==> config.mk <==
export PLATFORM = sky130hd
export DESIGN_NAME = fp_mul_rr_scheduler
export DESIGN_NICKNAME = d
export VERILOG_FILES = /design/src/rtl/fp_mul_pkg.sv /design/src/rtl/fp_mul_rr_scheduler_arb.sv /design/src/rtl/fp_mul_rr_scheduler.sv
export SDC_FILE = /design/constraint.sdc
export NUM_CORES = 1
export LEC_CHECK = 0
export CORE_UTILIZATION = 33
export DETAILED_ROUTE_END_ITERATION = 12
export PLACE_DENSITY = 0.76
export SKIP_CTS_REPAIR_TIMING = 1
export SYNTH_ARGS = -nofsm -noshare
export SYNTH_HDL_FRONTEND = slang
export SYNTH_SLANG_ARGS = --single-unit
==> constraint.sdc <==
create_clock -name clock -period 2.06 [get_ports clock]
set_input_delay 0.618 -clock clock [delete_from_list [all_inputs] [get_ports clock]]
set_output_delay 0.618 -clock clock [all_outputs]
set_load 0.005 [all_outputs]
==> src/rtl/fp_mul_pkg.sv <==
`default_nettype none
// ============================================================================
//  Module      : fp_mul_pkg
//  Description : Shared constants and helpers for the small-float multiplier
//                scheduling slice. Holds the supported operand widths, the
//                encodings of 1.0 in each format, and a ceil(log2) helper
//                used to size the round-robin pointer.
//  Revision    : 1.0 - initial release
// ============================================================================
package fp_mul_pkg;

    // Supported operand widths
    localparam int WIDTH_BF16 = 16;
    localparam int WIDTH_E4M3 = 8;

    // Encodings of +1.0
    localparam logic [15:0] BF16_ONE = 16'h3F80;
    localparam logic [7:0]  E4M3_ONE = 8'h38;

    // Number of bits needed to index n requesters (at least 1).
    function automatic int clog2_req(input int n);
        int r;
        r = 0;
        for (int k = 0; k < 32; k++) begin
            if ((1 << r) < n) begin
                r = r + 1;
            end
        end
        return (r < 1) ? 1 : r;
    endfunction

endpackage : fp_mul_pkg
`default_nettype wire

==> src/rtl/fp_mul_rr_scheduler_arb.sv <==
`default_nettype none
// ============================================================================
//  Module      : rr_arbiter
//  Description : Round-robin arbiter. The scan starts at the pointer and
//                wraps modulo NUM_REQ; the first asserted request wins. After
//                a grant to requester i the pointer moves to (i+1) mod
//                NUM_REQ; with no grant it holds. Grants are only issued
//                while en is high, so the pointer is frozen otherwise.
//  Ports       : clock     - system clock, rising edge
//                reset     - asynchronous active-low reset (pointer -> 0)
//                en        - grant enable
//                req       - per-requester request
//                grant     - one-hot grant (or zero)
//                grant_id  - index of the granted requester
//  Revision    : 1.0 - initial release
// ============================================================================
module rr_arbiter
    import fp_mul_pkg::*;
#(
    parameter int NUM_REQ = 4,
    parameter int ID_W    = 2
) (
    input  logic               clock,
    input  logic               reset,
    input  logic               en,
    input  logic [NUM_REQ-1:0] req,
    output logic [NUM_REQ-1:0] grant,
    output logic [ID_W-1:0]    grant_id
);

    localparam int c_PTR_W = clog2_req(NUM_REQ);

    logic [c_PTR_W-1:0] r_ptr;
    logic [c_PTR_W-1:0] w_next_ptr;
    logic [NUM_REQ-1:0] w_grant;
    logic [ID_W-1:0]    w_grant_id;
    logic               w_found;
    int                 w_idx;

    function automatic int wrap_idx(input int base, input int off);
        int s;
        s = base + off;
        if (s >= NUM_REQ) begin
            s = s - NUM_REQ;
        end
        return s;
    endfunction

    // Walk offsets from the pointer; the inner loop keeps every bit select
    // on a constant index.
    always_comb begin
        w_grant    = '0;
        w_grant_id = '0;
        w_next_ptr = r_ptr;
        w_found    = 1'b0;
        w_idx      = 0;
        for (int off = 0; off < NUM_REQ; off++) begin
            w_idx = wrap_idx(int'(r_ptr), off);
            for (int i = 0; i < NUM_REQ; i++) begin
                if (en && !w_found && (i == w_idx) && req[i]) begin
                    w_found    = 1'b1;
                    w_grant[i] = 1'b1;
                    w_grant_id = ID_W'(i);
                    w_next_ptr = (i == NUM_REQ - 1) ? '0 : c_PTR_W'(i + 1);
                end
            end
        end
    end

    always_ff @(posedge clock or negedge reset) begin
        if (!reset) begin
            r_ptr <= '0;
        end else if (w_found) begin
            r_ptr <= w_next_ptr;
        end
    end

    assign grant    = w_grant;
    assign grant_id = w_grant_id;

endmodule : rr_arbiter
`default_nettype wire

==> src/rtl/fp_mul_rr_scheduler.sv <==
`default_nettype none
// ============================================================================
//  Module      : fp_mul_rr_scheduler
//  Description : Shares one combinational float multiplier between NUM_REQ
//                requesters. Round-robin arbitration feeds a two-stage
//                registered pipeline: S1 holds {a, b, id} and drives the
//                external multiplier through mul_a/mul_b, S2 captures mul_y
//                and the id and presents them as the response. Both sides
//                use valid/ready handshakes; flush discards in-flight work.
//  Ports       : clock, reset (async active-low)
//                req_valid/req_ready/req_a/req_b - requester side
//                flush                           - synchronous discard
//                mul_a/mul_b/mul_y               - external multiplier
//                resp_valid/resp_ready/resp_y/resp_id - response side
//                busy                            - S1 or S2 occupied
//  Options     : FP_MUL_SCHED_STATS_EN adds grant_cnt (per-requester
//                saturating grant counters) and stall_cnt (saturating count
//                of cycles with resp_valid & ~resp_ready).
//  Revision    : 1.0 - initial release
// ============================================================================
module fp_mul_rr_scheduler
    import fp_mul_pkg::*;
#(
    parameter int NUM_REQ = 4,
    parameter int WIDTH   = WIDTH_BF16,
    parameter int ID_W    = 2
) (
    input  logic                     clock,
    input  logic                     reset,
    input  logic [NUM_REQ-1:0]       req_valid,
    output logic [NUM_REQ-1:0]       req_ready,
    input  logic [NUM_REQ*WIDTH-1:0] req_a,
    input  logic [NUM_REQ*WIDTH-1:0] req_b,
    input  logic                     flush,
    output logic [WIDTH-1:0]         mul_a,
    output logic [WIDTH-1:0]         mul_b,
    input  logic [WIDTH-1:0]         mul_y,
    output logic                     resp_valid,
    input  logic                     resp_ready,
    output logic [WIDTH-1:0]         resp_y,
    output logic [ID_W-1:0]          resp_id,
    output logic                     busy
`ifdef FP_MUL_SCHED_STATS_EN
    ,
    output logic [NUM_REQ*16-1:0]    grant_cnt,
    output logic [15:0]              stall_cnt
`endif
);

    // ------------------------------------------------------------------
    // Pipeline state
    // ------------------------------------------------------------------
    logic              r_s1_v;
    logic [WIDTH-1:0]  r_s1_a;
    logic [WIDTH-1:0]  r_s1_b;
    logic [ID_W-1:0]   r_s1_id;

    logic              r_s2_v;
    logic [WIDTH-1:0]  r_s2_y;
    logic [ID_W-1:0]   r_s2_id;

    logic              w_s2_adv;
    logic              w_s1_free;
    logic              w_arb_en;
    logic [NUM_REQ-1:0] w_grant;
    logic [ID_W-1:0]   w_grant_id;
    logic              w_take;
    logic [WIDTH-1:0]  w_sel_a;
    logic [WIDTH-1:0]  w_sel_b;

    // S1 moves into S2 whenever S2 is empty or draining this edge, which
    // in turn frees S1 for a new grant on the same edge.
    assign w_s2_adv  = r_s1_v & (~r_s2_v | resp_ready);
    assign w_s1_free = ~r_s1_v | w_s2_adv;
    // Reset level is folded in so no requester sees ready while held in reset.
    assign w_arb_en  = w_s1_free & ~flush & reset;

    rr_arbiter #(
        .NUM_REQ (NUM_REQ),
        .ID_W    (ID_W)
    ) u_arb (
        .clock    (clock),
        .reset    (reset),
        .en       (w_arb_en),
        .req      (req_valid),
        .grant    (w_grant),
        .grant_id (w_grant_id)
    );

    // Grants only go to asserted requests, so any grant is a transfer.
    assign w_take    = |w_grant;
    assign req_ready = w_grant;

    always_comb begin
        w_sel_a = '0;
        w_sel_b = '0;
        for (int i = 0; i < NUM_REQ; i++) begin
            if (w_grant[i]) begin
                w_sel_a = req_a[i*WIDTH +: WIDTH];
                w_sel_b = req_b[i*WIDTH +: WIDTH];
            end
        end
    end

    // ------------------------------------------------------------------
    // S1: operands and tag, drives the multiplier
    // ------------------------------------------------------------------
    always_ff @(posedge clock or negedge reset) begin
        if (!reset) begin
            r_s1_v  <= 1'b0;
            r_s1_a  <= '0;
            r_s1_b  <= '0;
            r_s1_id <= '0;
        end else if (flush) begin
            r_s1_v  <= 1'b0;
        end else if (w_take) begin
            r_s1_v  <= 1'b1;
            r_s1_a  <= w_sel_a;
            r_s1_b  <= w_sel_b;
            r_s1_id <= w_grant_id;
        end else if (w_s2_adv) begin
            r_s1_v  <= 1'b0;
        end
    end

    // ------------------------------------------------------------------
    // S2: product and tag, presented as the response
    // ------------------------------------------------------------------
    always_ff @(posedge clock or negedge reset) begin
        if (!reset) begin
            r_s2_v  <= 1'b0;
            r_s2_y  <= '0;
            r_s2_id <= '0;
        end else if (flush) begin
            r_s2_v  <= 1'b0;
        end else if (w_s2_adv) begin
            r_s2_v  <= 1'b1;
            r_s2_y  <= mul_y;
            r_s2_id <= r_s1_id;
        end else if (resp_ready) begin
            r_s2_v  <= 1'b0;
        end
    end

    assign mul_a      = r_s1_a;
    assign mul_b      = r_s1_b;
    assign resp_valid = r_s2_v;
    assign resp_y     = r_s2_y;
    assign resp_id    = r_s2_id;
    assign busy       = r_s1_v | r_s2_v;

`ifdef FP_MUL_SCHED_STATS_EN
    // ------------------------------------------------------------------
    // Statistics counters, saturating at all-ones, untouched by flush
    // ------------------------------------------------------------------
    logic [15:0] r_grant_cnt [NUM_REQ];
    logic [15:0] r_stall_cnt;

    generate
        for (genvar gi = 0; gi < NUM_REQ; gi++) begin : g_grant_cnt
            always_ff @(posedge clock or negedge reset) begin
                if (!reset) begin
                    r_grant_cnt[gi] <= '0;
                end else if (w_grant[gi] && (r_grant_cnt[gi] != 16'hFFFF)) begin
                    r_grant_cnt[gi] <= r_grant_cnt[gi] + 16'd1;
                end
            end
            assign grant_cnt[gi*16 +: 16] = r_grant_cnt[gi];
        end
    endgenerate

    always_ff @(posedge clock or negedge reset) begin
        if (!reset) begin
            r_stall_cnt <= '0;
        end else if (r_s2_v && !resp_ready && (r_stall_cnt != 16'hFFFF)) begin
            r_stall_cnt <= r_stall_cnt + 16'd1;
        end
    end

    assign stall_cnt = r_stall_cnt;
`endif

endmodule : fp_mul_rr_scheduler
`default_nettype wire

==> results.json <==
{
  "syn_nets": 442,
  "timing.final.ws_setup_ps": -77.13,
  "clk_pin_slew_ps": 110,
  "antenna_found_initial": 0,
  "worst_ir_drop_vdd_v": 0.0003636,
  "ys_top_cells_by_area": "dfrtp_1 (43%), a221oi_2 (14%), a22oi_1 (7.4%)",
  "r2r-start": "u_arb.r_ptr[0]",
  "area_delta_synth_final_pct": 79.02,
  "worst_slew_pin_slew_ps": 724.4,
  "syn_area_mm2": 0.003256,
  "reg2reg_depth": 8,
  "slowest_delay_ps": 450,
  "route.detailed.drc": 0,
  "ys_warn_count": 0,
  "final_net_count": 673,
  "clockBufferDepth": 2,
  "fp.dieH_um": 101.3,
  "gp_routability_congestion": 0.9362,
  "grt_pass1_wl_um": 17840,
  "hold_viol": 0,
  "clock_latency_ps": 320,
  "regArea_mm2": 0.001404,
  "cap_violations": 0,
  "vias": 3417,
  "grt_use_total_pct": 22.54,
  "ys_ff_latch": 56,
  "synth_top_area_share_pct": 43.04,
  "fin_area_mm2": 0.005828,
  "wl_um": 11750,
  "power.density_mw_per_mm2": 833.7,
  "reg2reg_to": "mul_a[5]",
  "ys_seq_area_share_pct": 43.04,
  "cts_inserted_buffers": 5,
  "rsz0062_at_grt": "true",
  "leakage_nw": 2.339,
  "synth-edff-count": 0,
  "io_buffers": 207,
  "core_area_mm2": 0.009415,
  "synth_area_per_cell_um2": 11.23,
  "synth_most_common_cell": "dfrtp_1",
  "async_reset_ff_share_pct": 100.0,
  "crit_slowest_cell": "dfrtp_2",
  "hpwlAfterDp_um": 8760,
  "cp_max_fo": 5,
  "ant_nets": 0,
  "final.min_clock_period_ps": 2137,
  "fin_skew_ps": 7.019,
  "cts_tree": "yes",
  "cts_num_sinks": 56,
  "max_freq_ghz": 0.4679,
  "nFillCells": 768,
  "first_global_vias": 3470,
  "diodes": 0,
  "multi_input_area_mm2": 0.001672,
  "die_w_um": 101.3,
  "drv_slew": 0,
  "design.die.area_mm2": 0.01027,
  "place_ws_ps": -860.1,
  "netlist_instances": 290,
  "setup_viol": 4,
  "place_area_mm2": 0.005660,
  "max_slew_margin_pct": 51.71,
  "crit_type": "reg -> out",
  "post_drt_wl_per_cell_um": 18.05,
  "ys_types": 37,
  "io_pins": 208,
  "start_kind": "flop",
  "htree_levels": 2,
  "drive_gt1_share_pct": 26.05,
  "worst_ep_arrival_time_ps": 1520,
  "yosysTopAreaCell": "dfrtp_1",
  "rrSetupSlack_ps": 270,
  "rows": 35,
  "via_per_inst": 5.249,
  "end_kind": "output pin",
  "overflow": 0,
  "failed_checks": "setup timing",
  "first_pass_iters": 4,
  "clock-root-buffer": "clkbuf_8",
  "required_ps": 1440,
  "initial_utilization_pct": 34.58,
  "synthFlopType": "dfrtp_1",
  "cp_cell_sequence": "buf_4 > o21ai_1 > nand2_1 > nor3_2 > buf_2",
  "grt_max_degree": 57,
  "status": "finished with violations",
  "synthTopCellsByCount": "dfrtp_1 (56), o21ai_1 (39), a22oi_1 (32)",
  "fin_crit_sh_pct": 103.7,
  "drt_iter0_drc": 109,
  "min-delay-path-class": "in -> async"
}
==> critical path: cells and delay by family, from the launching register on <==
family / cells / cell delay, ps
compound gates: 1 / 70
buf+inv: 2 / 340
simple gates: 2 / 350
flops: 1 / 450
==> cell usage in the layout (no fill, tap or decap), types with 6 or more instances in the layout <==
cell type / instances
a221oi_2: 30
a22oi_1: 32
buf_12: 6
buf_4: 38
clkdlybuf4s50_1: 195
dfrtp_1: 54
mux2_2: 18
o21ai_0: 30
o21ai_1: 37
==> registers in the layout, summed over array words and instances, names as in the netlist <==
name         count
u_arb.r_ptr      2
mul_b           16
mul_a           16
resp_valid       1
r_s1_v           1
resp_id          2
resp_y          16
r_s1_id          2
==> where the power goes <==
part           leakage, nW  switching (mW)  internal, mW  total, mW
Sequential           0.692           0.227          1.45       1.68
Combinational         1.60            1.01          1.52       2.53
Clock               0.0491           0.401         0.252      0.653
==> worst max path at each step <==
stage	startpoint	cells past startpoint	to
after floorplan	req_valid[2]	7	req_ready[2]
after global placement	req_valid[0]	7	req_ready[2]
after detailed placement	req_valid[2]	6	req_ready[2]
after CTS	req_valid[2]	6	req_ready[2]
after global routing	u_arb.r_ptr[1]	5	req_ready[1]
final	u_arb.r_ptr[1]	5	req_ready[1]
==> through the flow <==
step	total power [mW]	utilization, %	TNS (ps)	cells	hold WS [ps]
finish	4.859	61.90	-211.4	651	484.9
global route	5.176	61.90	-458.8	651	529.0
CTS	4.851	61.13	-5307	646	469.2
detailed placement	4.185	60.12	-20820	638	464.4
global placement	4.125	60.12	-19270	638	459.8
floorplan	2.768	-	0	290	322.4
==> cells by family (layout without fill, tap and decap cells) <==
| logic type | count (synthesis) | after routing | share of synthesized area, % |
|---|---|---|---|
| compound gates | 152 | 152 | 37.78 |
| flops | 56 | 56 | 43.04 |
| buf+inv | 32 | 264 | 7.264 |
| simple gates | 31 | 31 | 5.419 |
| mux | 18 | 18 | 6.226 |
| xor+xnor | 1 | 1 | 0.2691 |
==> cell type report <==
class                           instances  area share, %
Clock inverter                          3         0.4508
Sequential cell                        56          24.09
Inverter                                2         0.1288
Tap cell                              129          2.769
Multi-Input combinational cell        202          28.68
Clock buffer                            5          1.181
Timing Repair Buffer                  254          42.70
==> per-layer routing <==
| metal | share of wire [%] | GRT usage [%] | vias to the layer above |
|---|---|---|---|
| met5 | 0 | 0 | - |
| met4 | 1.6 | 6.243 | 0 |
| met3 | 7.8 | 5.107 | 18 |
| met2 | 51 | 42.44 | 170 |
| met1 | 39 | 25.37 | 1637 |
| li1 | - | - | 1592 |
Power figures use the tool's default switching activity.
